<file path="src/rtl/vita_tx_pkg.sv">
// Shared definitions for the VITA-TX scheduler: FSM states, event codes,
// underflow/error policies and bit positions of the sample-line fields.
package vita_tx_pkg;

  typedef enum logic [1:0] {
    S_IDLE  = 2'd0,
    S_WAIT  = 2'd1,
    S_RUN   = 2'd2,
    S_ERROR = 2'd3
  } state_t;

  localparam logic [3:0] ERR_NONE     = 4'h0;
  localparam logic [3:0] ERR_EOB_ACK  = 4'h1;
  localparam logic [3:0] ERR_UNDERRUN = 4'h2;
  localparam logic [3:0] ERR_SEQ      = 4'h4;
  localparam logic [3:0] ERR_LATE     = 4'h8;

  localparam logic [1:0] POL_NEXT_PACKET = 2'd0;
  localparam logic [1:0] POL_NEXT_BURST  = 2'd1;
  localparam logic [1:0] POL_WAIT        = 2'd2;

  localparam int SAMPLES_LSB = 85;
  localparam int SEQERR_BIT  = 84;
  localparam int SEND_AT_BIT = 83;
  localparam int SOB_BIT     = 82;
  localparam int EOB_BIT     = 81;
  localparam int EOP_BIT     = 80;
  localparam int SEQ_LSB     = 64;
  localparam int TIME_LSB    = 0;

endpackage

</file>
<file path="src/rtl/vita_tx_time_cmp.sv">
// Unsigned 64-bit comparison of device time against a line timestamp.
module vita_tx_time_cmp (
  input  logic [63:0] vita_time,
  input  logic [63:0] line_time,
  output logic        now,
  output logic        late
);

  assign now  = (vita_time == line_time);
  assign late = (vita_time > line_time);

endmodule

</file>
<file path="src/rtl/vita_tx_scheduler.sv">
// Releases VITA-TX sample lines to the DSP chain on strobe, handling timed
// start, burst framing and error policy. Optional: VITA_TX_SCHED_ERRCNT_EN.
module vita_tx_scheduler
  import vita_tx_pkg::*;
#(
  parameter int BASE    = 0,
  parameter int MAXCHAN = 1
) (
  input  logic                        clk,
  input  logic                        reset_n,
  input  logic                        clear,
  input  logic                        set_stb,
  input  logic [7:0]                  set_addr,
  input  logic [31:0]                 set_data,
  input  logic [63:0]                 vita_time,
  input  logic [85+32*MAXCHAN-1:0]    sample_fifo_i,
  input  logic                        sample_src_rdy_i,
  output logic                        sample_dst_rdy_o,
  input  logic                        strobe_i,
  output logic [32*MAXCHAN-1:0]       sample_o,
  output logic                        run_o,
  output logic                        err_stb_o,
  output logic [3:0]                  err_code_o,
  output logic [3:0]                  err_seqnum_o,
  output logic [63:0]                 err_time_o,
  output logic [47:0]                 err_count_o
);

  localparam int W = 85 + 32*MAXCHAN;

  logic [1:0]  policy_q;
  logic        enable_q;
  logic [1:0]  pol;
  state_t      state_q, state_d;
  logic        pop, play, start_pkt;
  logic        ev_stb;
  logic [3:0]  ev_code, ev_seq;
  logic        last_eop_q;
  logic [3:0]  last_seq_q;
  logic        t_now, t_late;

  logic                  h_seqerr, h_send_at, h_eob, h_eop;
  logic [3:0]            h_seq;
  logic [63:0]           h_time;
  logic [32*MAXCHAN-1:0] h_samples;

  assign h_samples = sample_fifo_i[W-1:SAMPLES_LSB];
  assign h_seqerr  = sample_fifo_i[SEQERR_BIT];
  assign h_send_at = sample_fifo_i[SEND_AT_BIT];
  assign h_eob     = sample_fifo_i[EOB_BIT];
  assign h_eop     = sample_fifo_i[EOP_BIT];
  assign h_seq     = sample_fifo_i[SEQ_LSB+3:SEQ_LSB];
  assign h_time    = sample_fifo_i[TIME_LSB+63:TIME_LSB];

  logic unused_bits;
  assign unused_bits = ^{sample_fifo_i[SOB_BIT], sample_fifo_i[79:68], set_data[31:1]};

  vita_tx_time_cmp u_time_cmp (
    .vita_time (vita_time),
    .line_time (h_time),
    .now       (t_now),
    .late      (t_late)
  );

  always_ff @(posedge clk or negedge reset_n) begin
    if (!reset_n) begin
      policy_q <= POL_NEXT_PACKET;
      enable_q <= 1'b0;
    end else if (set_stb) begin
      if (set_addr == 8'(BASE))
        policy_q <= set_data[1:0];
      else if (set_addr == 8'(BASE + 1))
        enable_q <= set_data[0];
    end
  end

  // Policy code 3 behaves as NEXT_BURST.
  assign pol = (policy_q == 2'd3) ? POL_NEXT_BURST : policy_q;

  always_ff @(posedge clk or negedge reset_n) begin
    if (!reset_n) state_q <= S_IDLE;
    else          state_q <= state_d;
  end

  always_comb begin
    state_d   = state_q;
    pop       = 1'b0;
    start_pkt = 1'b0;
    ev_stb    = 1'b0;
    ev_code   = ERR_NONE;
    ev_seq    = h_seq;
    unique case (state_q)
      S_IDLE: begin
        if (enable_q && sample_src_rdy_i) begin
          start_pkt = 1'b1;
          if (h_seqerr) begin
            ev_stb = 1'b1; ev_code = ERR_SEQ; state_d = S_ERROR;
          end else if (h_send_at && t_late) begin
            ev_stb = 1'b1; ev_code = ERR_LATE; state_d = S_ERROR;
          end else if (h_send_at && !t_now) begin
            state_d = S_WAIT;
          end else begin
            state_d = S_RUN;
          end
        end
      end
      S_WAIT: begin
        if (sample_src_rdy_i && t_now) begin
          state_d = S_RUN;
        end else if (sample_src_rdy_i && t_late) begin
          ev_stb = 1'b1; ev_code = ERR_LATE; state_d = S_ERROR;
        end else if (!enable_q) begin
          state_d = S_IDLE;
        end
      end
      S_RUN: begin
        if (strobe_i) begin
          if (sample_src_rdy_i) begin
            pop = 1'b1;
            if (h_seqerr) begin
              ev_stb = 1'b1; ev_code = ERR_SEQ; state_d = S_ERROR;
            end else if (h_eob && h_eop) begin
              ev_stb = 1'b1; ev_code = ERR_EOB_ACK; state_d = S_IDLE;
            end
          end else begin
            ev_stb  = 1'b1;
            ev_code = ERR_UNDERRUN;
            ev_seq  = last_seq_q;
            state_d = S_ERROR;
          end
        end
      end
      S_ERROR: begin
        if (pol == POL_NEXT_PACKET && last_eop_q) begin
          state_d = S_IDLE;
        end else if (sample_src_rdy_i) begin
          pop = 1'b1;
          if (pol == POL_NEXT_PACKET && h_eop)
            state_d = S_IDLE;
          else if (pol == POL_NEXT_BURST && h_eob && h_eop)
            state_d = S_IDLE;
        end
      end
      default: state_d = S_IDLE;
    endcase
    if (clear) begin
      state_d   = S_IDLE;
      pop       = 1'b0;
      start_pkt = 1'b0;
      ev_stb    = 1'b0;
    end
  end

  assign sample_dst_rdy_o = pop;
  assign run_o            = (state_q == S_RUN);
  assign play             = pop && (state_q == S_RUN) && !h_seqerr;

  always_ff @(posedge clk or negedge reset_n) begin
    if (!reset_n) begin
      sample_o     <= '0;
      err_stb_o    <= 1'b0;
      err_code_o   <= ERR_NONE;
      err_seqnum_o <= '0;
      err_time_o   <= '0;
      last_eop_q   <= 1'b1;
      last_seq_q   <= '0;
    end else begin
      err_stb_o <= ev_stb;
      if (ev_stb) begin
        err_code_o   <= ev_code;
        err_seqnum_o <= ev_seq;
        err_time_o   <= vita_time;
      end
      // A new packet starts unpopped at the head, so its eop is still pending.
      if (pop) begin
        last_eop_q <= h_eop;
        last_seq_q <= h_seq;
      end else if (start_pkt) begin
        last_eop_q <= 1'b0;
      end
      if (play)
        sample_o <= h_samples;
      else if (strobe_i)
        sample_o <= '0;
    end
  end

`ifdef VITA_TX_SCHED_ERRCNT_EN
  logic [15:0] cnt_under_q, cnt_seq_q, cnt_late_q;
  logic        cnt_zero;

  function automatic logic [15:0] sat_inc(input logic [15:0] v);
    return (v == 16'hFFFF) ? v : v + 16'd1;
  endfunction

  assign cnt_zero = set_stb && (set_addr == 8'(BASE + 1)) && set_data[1];

  always_ff @(posedge clk or negedge reset_n) begin
    if (!reset_n) begin
      cnt_under_q <= '0;
      cnt_seq_q   <= '0;
      cnt_late_q  <= '0;
    end else if (cnt_zero) begin
      cnt_under_q <= '0;
      cnt_seq_q   <= '0;
      cnt_late_q  <= '0;
    end else if (ev_stb) begin
      if (ev_code == ERR_UNDERRUN) cnt_under_q <= sat_inc(cnt_under_q);
      if (ev_code == ERR_SEQ)      cnt_seq_q   <= sat_inc(cnt_seq_q);
      if (ev_code == ERR_LATE)     cnt_late_q  <= sat_inc(cnt_late_q);
    end
  end

  assign err_count_o = {cnt_late_q, cnt_seq_q, cnt_under_q};
`else
  assign err_count_o = '0;
`endif

endmodule

</file>
<file path="config.mk">
export PLATFORM = sky130hd
export DESIGN_NAME = vita_tx_scheduler
export DESIGN_NICKNAME = d
export VERILOG_FILES = /design/src/rtl/vita_tx_pkg.sv /design/src/rtl/vita_tx_time_cmp.sv /design/src/rtl/vita_tx_scheduler.sv
export SDC_FILE = /design/constraint.sdc
export NUM_CORES = 1
export LEC_CHECK = 0
export BUFFER_PORTS_ARGS = -buffer_cell sky130_fd_sc_hd__buf_4
export CAP_MARGIN = 20
export CORE_AREA = 3 3 146 148
export DETAILED_ROUTE_END_ITERATION = 10
export DIE_AREA = 0 0 149 151
export SLEW_MARGIN = 20
export SYNTH_ARGS = -nofsm -noshare
export SYNTH_HDL_FRONTEND = slang
export SYNTH_HIERARCHICAL = 1
export SYNTH_SLANG_ARGS = --single-unit
</file>
<file path="constraint.sdc">
create_clock -name clk -period 2.3 [get_ports clk]
set_input_delay 0.345 -clock clk [delete_from_list [all_inputs] [get_ports clk]]
set_output_delay 0.345 -clock clk [all_outputs]
set_load 0.1 [all_outputs]
</file>
==> results.yml, run 1 <==
synth:
  synth.area.top_cells: "dfrtp_1, ha_1, mux2_1, inv_1, buf_4"
  yosysTopAreaCellShare_pct: 42.5
  yosysTopAreaCell: "dfrtp_1"
  synth-seq-cells: 115
  synth-xor-area-share_pct: 0
  synth_edf_count: 0
  synthSimpleGateAreaFrac_pct: 9.01
  ys_warn_count: 6
  synth_ff_type: "dfrtp_1"
  synth.area.mux_share_pct: 12.9
  synth-adder-area-share_pct: 11.9
  synth_area_um2: 6710
  synth_top_family_by_area: "buffers and inverters"
  async_flop_share_pct: 100
  synth_compound_area_share_pct: 10.3
  synth_cells: 654
  avgSynthCellArea_um2: 10.3
  seq_area_frac_synth_pct: 42.9
  yosysUniqueCellTypes: 52
floorplanning:
  die_w_um: 149
  initial_core_util_pct: 33.2
  io_pins: 382
  die_height_um: 151
  core_area_um2: 20200
  std_cell_rows: 52
  die_area_um2: 22500
min_path:
  hp-class: "input port to flop"
detailed_routing:
  dr.pass1.iters: 4
  detail-route-antenna-nets: 0
  wl_mm: 21.2
  drt_iter0_markers: 161
  num_vias: 5818
  wire_per_inst_um: 16.5
  drcViolationCount: 0
  vias_per_cell: 4.51
timing:
  fin_skew_ns: 0.00878
  setup_tns_ns: -33.98
  max_freq_ghz: 0.358
  setup_slack_ns: -0.491
  setup_viol: 75
  slew_headroom_pct: 61.6
  period_share_pct: 121
  final.min_clock_period_ns: 2.79
  hold_viol: 0
  tightest_slew_ns: 0.574
  rsz0062_at_grt: "true"
  drv_slew: 0
run_status:
  run_status: "finished with violations"
  violations: "setup timing"
finish:
  final_area_um2: 11100
  nNetsFinal: 1299
  diodes: 0
  drive_gt1_share_pct: 53.4
  finalCoreUtilization_pct: 54.9
  area_growth_pct: 65.2
cts:
  cts_buffer_depth: 2
  cts_inserted_buffers: 17
  numClockSinks: 115
  htree_num_levels: 4
  cts_root_buf: "clkbuf_16"
  insertion_delay_ns: 0.41
  cts_tree: "done"
  path_clk_slew_ns: 0.06
global_route:
  antenna_found_initial: 1
  gr-usage-all-layers_pct: 17.1
  grt_pass1_wl_mm: 30.2
  gr-total-overflow: 0
  grt_max_degree: 63
  first_global_vias: 5798
flow_run:
  maxCapViolCount: 0
power_and_ir_drop:
  p_sw_mw: 7.50
  pwr-share-comb_pct: 58.6
  intPower_mw: 6.75
  total_power_mw: 14.3
  ir_drop_v: 0.00120
  pwr-share-seq_pct: 21.7
  p_per_area_nw_per_um2: 1290
  power.share.switching_pct: 52.6
  clkPwrFrac_pct: 19.7
  power.leakage_nw: 5.83
worst_setup_path:
  path_class: "input port to flop"
  crit_arrival_ns: 3.08
  cp_top_family: "compound AO/OA/AOI/OAI gates"
  cp-end-kind: "flop"
  cpMaxStageDelayCell: "a221oi_2"
  slowest_delay_ns: 0.35
  start_kind: "input port"
  critPathMaxFanout: 8
  crit_chain: "buf_4 -> inv_2 -> ha_4 -> a21oi_1 -> o21ai_0 -> a221oi_2 -> o21ai_2 -> o31ai_4 -> a21oi_4 -> a21oi_4 -> nor4_4 -> o31ai_4 -> buf_12 -> clkbuf_16 -> mux2_4"
  cp_num_buf_inv: 4
  required_ns: 2.59
place:
  dp_hpwl_mm: 15.7
  routabilityCongestion: 0.878
  place_area_um2: 9540
  place_worst_setup_slack_ns: -1.11
  port_buffers: 290
area by class of cell:
type	instances	area [um^2]
inverters	102	413
flip-flops and latches	115	2880
repair buffers	354	2940
clock inverters	15	190
multi-input cells	418	3880
well taps	270	338
fillers	1796	9090
clock buffers	17	425
layout by cell type (no fill, tap or decap), types with 3 or more instances in the layout:
cell,count
nand2_2,9
buf_8,3
nor2_1,11
inv_6,8
dfrtp_1,113
a21oi_1,25
a21o_1,5
a221oi_2,6
o21ai_0,39
inv_4,5
nand3_1,6
inv_1,87
mux2_2,3
conb_1,48
buf_12,5
clkbuf_16,23
ha_1,42
ha_4,22
buf_6,14
bufinv_16,3
inv_2,8
nand4_1,10
nand2_1,55
mux2i_1,4
a21oi_2,5
buf_4,323
o21ai_1,4
mux2_4,70
o21ai_2,6
nor3_1,3
worst paths after layout:
path | from | cells past startpoint | endpoint | slack (ns)
worst max-delay path | sample_fifo_i[23] | 15 | err_time_o[34] | -0.49
worst min-delay path | sample_fifo_i[103] | 3 | sample_o[18] | 0.14
max in group asynchronous | reset_n | 3 | err_time_o[52] | 1.13
worst min register to register | err_seqnum_o[3] | 2 | err_seqnum_o[3] | 0.49
worst max register to register | state_q[1] | 7 | err_time_o[34] | 0.34
min in group asynchronous | reset_n | 2 | err_time_o[15] | 0.37
cells by family (layout without fill, tap and decap cells):
family | count (synthesis) | in the layout
flops | 115 | 115
fa+ha+maj | 64 | 64
mux | 77 | 77
simple gates | 119 | 119
buf+inv | 168 | 488
compound gates | 110 | 110
other cells | 1 | 48
metal layers:
layer  global-route usage, %  routed length, um  part of all wire, %
met3                    7.03               1880                  8.9
met1                    20.2               8420                   40
met2                    29.1              10600                   50
met4                    4.58                323                  1.5
met5                       0                 13                0.061
worst reg2reg max path, stage by stage, from the launching register on:
cell and delay [ns]:
dfrtp_2 0.40, buf_4 0.20, nand3b_1 0.13, a21oi_2 0.07, o31ai_4 0.35, buf_12 0.20, clkbuf_16 0.19, mux2_4 0.31
stage by stage:
stage | hold slack [ns] | cells
after floorplan | 0.0494 | 701
after global placement | 0.242 | 1239
after detailed placement | 0.245 | 1239
after CTS | 0.114 | 1275
after global routing | 0.113 | 1291
final | 0.136 | 1291
power groups by stage:
stage,sequential (mW),combinational [mW],clock (mW)
2_1_floorplan,7.40,1.71,0
3_3_place_gp,3.11,7.67,0
3_5_place_dp,3.11,7.72,0
4_1_cts,3.06,7.86,2.88
5_1_grt,3.17,8.64,2.98
6_report,3.09,8.36,2.80
timing repair:
item | CTS | global route
setup buffers | 3 | 8
resized for setup | 41 | 100
cloned | 0 | 8
hold buffers | 1 | 0
endpoints found under the setup margin | 76 | 75
pin swaps | 5 | 23
endpoints found under the hold margin | 16 | 0
Yosys cell counts (all sizes together) (2+ instances only):
master  instances
dfrtp         114
inv           102
mux2           73
ha             64
nand2          64
buf            61
o21ai          49
a21oi          32
nor2           13
nand4          11
a221oi          6
nand3           6
a21o            5
clkbuf          5
nor3            5
and4            4
mux2i           4
nor4            4
nor2b           3
o22ai           3
a21boi          2
a311oi          2
and3            2
nor3b           2
nor4b           2
o211ai          2
o31ai           2
o41ai           2
state kept, by name, summed over array words and instances, names as in the netlist:
signal / cells
enable_q: 1
err_code_o: 4
err_seqnum_o: 4
err_stb_o: 1
err_time_o: 64
last_eop_q: 1
last_seq_q: 4
policy_q: 2
sample_o: 32
state_q: 2
(Power assumes the default switching activity.)
==> run 2, diff against run 1 <==
REMOVE_ABC_BUFFERS = 1   (was default)
SETUP_SLACK_MARGIN = 0.1   (was default)
==> run 2 against run 1 <==
  * The run still ends with setup timing left
  * Power about the same
  * Worst hold slack lost 0.013 ns
  * Register-to-register slack got worse by 0.15 ns
  * Clock power hardly changed
  * Sequential power about the same
  * Wire length up 2.6%
  * Critical path depth increased by 2
  * Critical endpoint is now err_time_o[18]
==> results.yml, run 2 (synthesized netlist as in run 1, its figures left out) <==
global_route:
  first_global_vias: 5895
  gr-usage-all-layers_pct: 18.4
  grt_max_degree: 71
  gr-total-overflow: 0
  antenna_found_initial: 0
  grt_pass1_wl_mm: 32.0
detailed_routing:
  wire_per_inst_um: 16.7
  drt_iter0_markers: 227
  drcViolationCount: 0
  num_vias: 5880
  dr.pass1.iters: 4
  detail-route-antenna-nets: 0
  vias_per_cell: 4.52
  wl_mm: 21.8
power_and_ir_drop:
  p_sw_mw: 7.45
  total_power_mw: 14.3
  clkPwrFrac_pct: 19.5
  pwr-share-comb_pct: 58.9
  ir_drop_v: 0.00105
  p_per_area_nw_per_um2: 1280
  power.leakage_nw: 5.90
  intPower_mw: 6.81
  power.share.switching_pct: 52.2
  pwr-share-seq_pct: 21.6
floorplanning:
  io_pins: 382
  die_area_um2: 22500
  die_height_um: 151
  core_area_um2: 20200
  die_w_um: 149
  std_cell_rows: 52
  initial_core_util_pct: 33.2
place:
  routabilityCongestion: 0.775
  port_buffers: 290
  dp_hpwl_mm: 15.1
timing:
  period_share_pct: 127
  tightest_slew_ns: 0.545
  slew_headroom_pct: 63.6
  setup_viol: 75
  setup_tns_ns: -41.77
  hold_viol: 0
  setup_slack_ns: -0.612
  fin_skew_ns: 0.0109
  final.min_clock_period_ns: 2.91
  drv_slew: 0
  rsz0062_at_grt: "true"
  max_freq_ghz: 0.343
worst_setup_path:
  cp-end-kind: "flop"
  start_kind: "input port"
  critPathMaxFanout: 5
  required_ns: 2.59
  cpMaxStageDelayCell: "mux2_4"
  crit_chain: "buf_8 -> ha_4 -> nand4_1 -> nor3_4 -> nor4b_4 -> buf_4 -> o31a_1 -> o31ai_2 -> a21oi_2 -> buf_6 -> nand2_4 -> nor4_4 -> o31ai_4 -> buf_6 -> buf_12 -> clkbuf_16 -> mux2_4"
  crit_arrival_ns: 3.20
  path_common_cell: "buf_6"
  slowest_delay_ns: 0.30
  path_class: "input port to flop"
cts:
  insertion_delay_ns: 0.42
  htree_num_levels: 4
  cts_tree: "done"
  path_clk_slew_ns: 0.06
  cts_root_buf: "clkbuf_16"
  numClockSinks: 115
  cts_buffer_depth: 2
  cts_inserted_buffers: 17
finish:
  diodes: 0
  regMostFlops: "err_time_o"
  area_growth_pct: 66.7
  layout_commonest_cell: "buf_4"
  nNetsFinal: 1310
  drive_gt1_share_pct: 52.0
  reg_top3: "err_time_o: 64 flops, sample_o: 32 flops"
  largest_reg_flops: 64
  layout_common_cells: "buf_4, dfrtp_1, inv_1"
min_path:
  hp-class: "input port to flop"
run_status:
  run_status: "finished with violations"
  violations: "setup timing"
flow_run:
  maxCapViolCount: 0
run 2: worst paths after layout:
kind | from | endpoint | slack, ns | depth (start not counted)
max | vita_time[29] | err_time_o[18] | -0.61 | 17
min | sample_fifo_i[116] | sample_o[31] | 0.12 | 3
max reg2reg | state_q[0] | err_time_o[18] | 0.19 | 7
min reg2reg | err_code_o[0] | err_code_o[0] | 0.49 | 2
max in group asynchronous | reset_n | sample_o[12] | 1.15 | 3
min in group asynchronous | reset_n | err_time_o[39] | 0.39 | 2
run 2: through the flow:
step | instance area [um^2] | utilization, % | hold slack [ns] | setup WS [ns] | instances
final | 11200 | 55.4 | 0.123 | -0.612 | 1302
after detailed placement | 9260 | 45.9 | 0.298 | -1.18 | 1236
after floorplan | 6400 | - | 0.0494 | -2.21 | 635
after global placement | 9260 | 45.9 | 0.294 | -1.16 | 1236
after global routing | 11200 | 55.4 | 0.108 | -0.712 | 1302
after CTS | 10800 | 53.5 | 0.101 | -0.646 | 1294
run 2: cell type report:
| type | count | area (um^2) |
|---|---|---|
| flip-flops and latches | 115 | 2880 |
| repair buffers | 365 | 3170 |
| well taps | 270 | 338 |
| clock buffers | 18 | 439 |
| clock inverters | 14 | 179 |
| fillers | 1803 | 8990 |
| inverters | 102 | 390 |
| multi-input cells | 418 | 3790 |
run 2: metal layers:
layer / vias up / part of all wire (%) / GRT usage, %
li1: 2867 / - / -
met1: 2799 / 41 / 22.6
met2: 192 / 51 / 31.7
met3: 22 / 6.2 / 4.55
met4: 0 / 2.2 / 6.04
met5: - / 0 / 0
run 2: what timing repair did:
action                                 4_1_cts  5_1_grt
pin swaps                                   29       11
cloned                                       8        5
hold buffers                                 1        0
setup endpoints to repair                   76       75
endpoints found under the hold margin       25        0
buffers inserted                            17        3
gates resized for setup                    117       61
run 2: power by group through the flow:
stage	logic, mW	clock network (mW)	registers [mW]
after global routing	8.68	2.95	3.17
after global placement	7.37	0	3.09
after CTS	8.00	2.86	3.06
after floorplan	1.29	0	7.41
after detailed placement	7.41	0	3.10
final	8.40	2.78	3.08
run 2: critical path: cells and delay by family:
family / cells / cell delay (ns)
adder cells (fa/ha/maj): 1 / 0.25
AND/OR/NAND/NOR: 5 / 0.94
buffers and inverters: 6 / 0.85
multiplexers: 1 / 0.30
AO/OA/AOI/OAI: 4 / 0.50
==> run 3, diff against run 2 <==
CORE_AREA = 3 3 147 149   (was 3 3 146 148)
DIE_AREA = 0 0 150 152   (was 0 0 149 151)
SYNTH_HIERARCHICAL = default   (was 1)
==> run 3 against run 2 <==
  * The flow still finishes with violations (setup timing)
  * Clock skew about the same
  * Non-clock buffer count increased by 9
  * Global-route usage decreased by 0.45 points
  * Combinational power decreased by 22%
  * Cell area decreased by 0.22%
  * Critical path depth decreased by 4
  * Clock-buffer cell count decreased by 1
  * Fmax increased by 8.9%
  * Synthesized area increased by 4.4%
  * Clock power decreased by 7.9%
  * Worst setup slack improved by 0.24 ns
  * Die area increased by 1.3%
  * Critical path type unchanged
  * Critical endpoint is now err_time_o[19]
==> results.yml, run 3 <==
run_status:
  run_status: "finished with violations"
  violations: "setup timing"
timing:
  max_freq_ghz: 0.374
  rsz0062_at_grt: "true"
  hold_viol: 0
  setup_slack_ns: -0.375
  setup_viol: 74
  hold_slack_ns: 0.136
  tightest_slew_ns: 0.528
  drv_slew: 0
  period_share_pct: 116
  slew_headroom_pct: 64.3
  fin_skew_ns: 0.0106
  final.min_clock_period_ns: 2.67
min_path:
  min_from: "sample_fifo_i[97]"
  hp-class: "input port to flop"
finish:
  largest_reg_flops: 64
  nNetsFinal: 1310
  regMostFlops: "err_time_o"
  reg_top3: "err_time_o: 64 flops, sample_o: 32 flops"
  layout_commonest_cell: "buf_4"
  diodes: 0
  multi_input_area_um2: 3880
  area_growth_pct: 59.4
  drive_gt1_share_pct: 53.9
  regArea_um2: 2880
  layout_common_cells: "buf_4, dfrtp_1, inv_1"
  finalCoreUtilization_pct: 55.0
  final_area_um2: 11200
  fillers: 1825
floorplanning:
  io_pins: 382
  std_cell_rows: 52
  die_area_um2: 22800
  core_area_um2: 20300
  die_w_um: 150
  die_height_um: 152
  initial_core_util_pct: 34.5
cts:
  htree_num_levels: 4
  cts_root_buf: "clkbuf_16"
  insertion_delay_ns: 0.41
  cts_buffer_depth: 2
  cts_inserted_buffers: 17
  cts_tree: "done"
  path_clk_slew_ns: 0.06
  numClockSinks: 115
power_and_ir_drop:
  intPower_mw: 5.88
  ir_drop_v: 0.000961
  p_sw_mw: 6.04
  power.leakage_nw: 5.89
  power.share.switching_pct: 50.7
  total_power_mw: 11.9
  pwr-share-comb_pct: 54.6
  p_per_area_nw_per_um2: 1070
  clkPwrFrac_pct: 21.4
  pwr-share-seq_pct: 24.0
synth:
  yosysUniqueCellTypes: 47
  synth-seq-cells: 115
  synth.area.top_cells: "dfrtp_1, mux2_4, ha_1, inv_1, buf_4"
  seq_area_frac_synth_pct: 41.1
  synth_ff_type: "dfrtp_1"
  yosysMostFrequentCell: "dfrtp_1"
  synth_area_um2: 7000
  ys_warn_count: 0
  yosysTopAreaCell: "dfrtp_1"
  synthTopCellsByCount: "dfrtp_1, inv_1, mux2_4, ha_1, nand2_1"
  yosysTopAreaCellShare_pct: 40.8
  avgSynthCellArea_um2: 10.8
  synth_edf_count: 0
  synth_cells: 646
  async_flop_share_pct: 100
worst_setup_path:
  path_class: "input port to flop"
  cp-end-kind: "flop"
  crit_arrival_ns: 2.96
  start_kind: "input port"
  timing.rr.start: "state_q[1]"
  required_ns: 2.59
  critPathMaxFanout: 7
  reg2reg_slack_ns: -0.02
  cp-startpoint: "vita_time[50]"
flow_run:
  maxCapViolCount: 0
place:
  port_buffers: 290
  dp_hpwl_mm: 15.9
  place_area_um2: 9750
  routabilityCongestion: 0.829
  place_worst_setup_slack_ns: -1.03
global_route:
  antenna_found_initial: 0
  gr-total-overflow: 0
  grt_pass1_wl_mm: 32.1
  grt_max_degree: 34
  first_global_vias: 6129
  gr-usage-all-layers_pct: 17.9
detailed_routing:
  wl_mm: 21.0
  drcViolationCount: 0
  num_vias: 5850
  drt_iter0_markers: 113
  wire_per_inst_um: 16.1
  detail-route-antenna-nets: 0
  dr.pass1.iters: 4
  vias_per_cell: 4.49
## run 3: cell types whose count changed after synthesis, moves of 7 or more
cell     change
buf_8        +8
mux2_1      -65
mux2_4      +69
nand2_1     -11
o21ai_0      -7
## run 3: power groups by stage
stage	registers, mW	clock network (mW)	logic [mW]
floorplan	6.22	0	1.47
global placement	2.88	0	6.28
detailed placement	2.86	0	6.34
CTS	2.86	2.62	6.49
global route	2.92	2.71	6.72
finish	2.86	2.56	6.51
## run 3: area by class of cell
type / count / area share (%)
Multi-Input combinational cell: 411 / 34.8
Timing Repair Buffer: 374 / 27.8
Sequential cell: 115 / 25.8
Clock buffer: 17 / 3.81
Inverter: 100 / 3.48
Tap cell: 270 / 3.03
Clock inverter: 15 / 1.30
## run 3: repair_timing
action,in CTS,in global routing
resized for setup,63,39
endpoints found under the hold margin,27,0
buffers inserted,10,2
endpoints found under the setup margin,76,76
pin swaps,26,15
gates cloned,5,0
hold buffers,1,0
## run 3: final timing paths
check | end | cells past startpoint
worst max register to register | err_time_o[19] | 8
worst max-delay path | err_time_o[19] | 13
max in group asynchronous | err_time_o[56] | 3
min in group asynchronous | err_time_o[36] | 2
worst min-delay path | sample_o[12] | 3
worst min register to register | last_eop_q | 2
## run 3: logic make-up (layout without fill, tap and decap cells)
family | Yosys count | in the layout | share of synthesized area [%]
buffers and inverters | 167 | 506 | 12.8
and+or+nand+nor | 117 | 117 | 8.58
DFF | 115 | 115 | 41.1
AOI/OAI and AO/OA | 96 | 96 | 8.49
muxes | 86 | 86 | 17.5
adders and majority gates | 64 | 64 | 11.4
other | 1 | 48 | 0.0536
## run 3: routing by layer
| layer | global-route usage, % | part of all wire, % |
|---|---|---|
| met2 | 30.5 | 49 |
| met3 | 5.81 | 8.4 |
| met5 | 0 | 0 |
| met1 | 21.7 | 41 |
| met4 | 5.05 | 1.6 |
## run 3: through the flow
stage | cells | TNS (ns)
CTS | 1301 | -23.54
global placement | 1254 | -68.09
floorplan | 626 | -158.57
detailed placement | 1254 | -73.41
global route | 1302 | -26.15
finish | 1302 | -21.06
## run 3: worst max-delay path, stage by stage
cell	delay (ns)
buf_6	0.10
ha_4	0.25
nand4_1	0.21
nor4_4	0.33
buf_6	0.17
o311ai_4	0.08
and3_4	0.21
a21o_1	0.20
o32a_4	0.33
buf_12	0.14
buf_12	0.14
buf_16	0.15
mux2_4	0.30
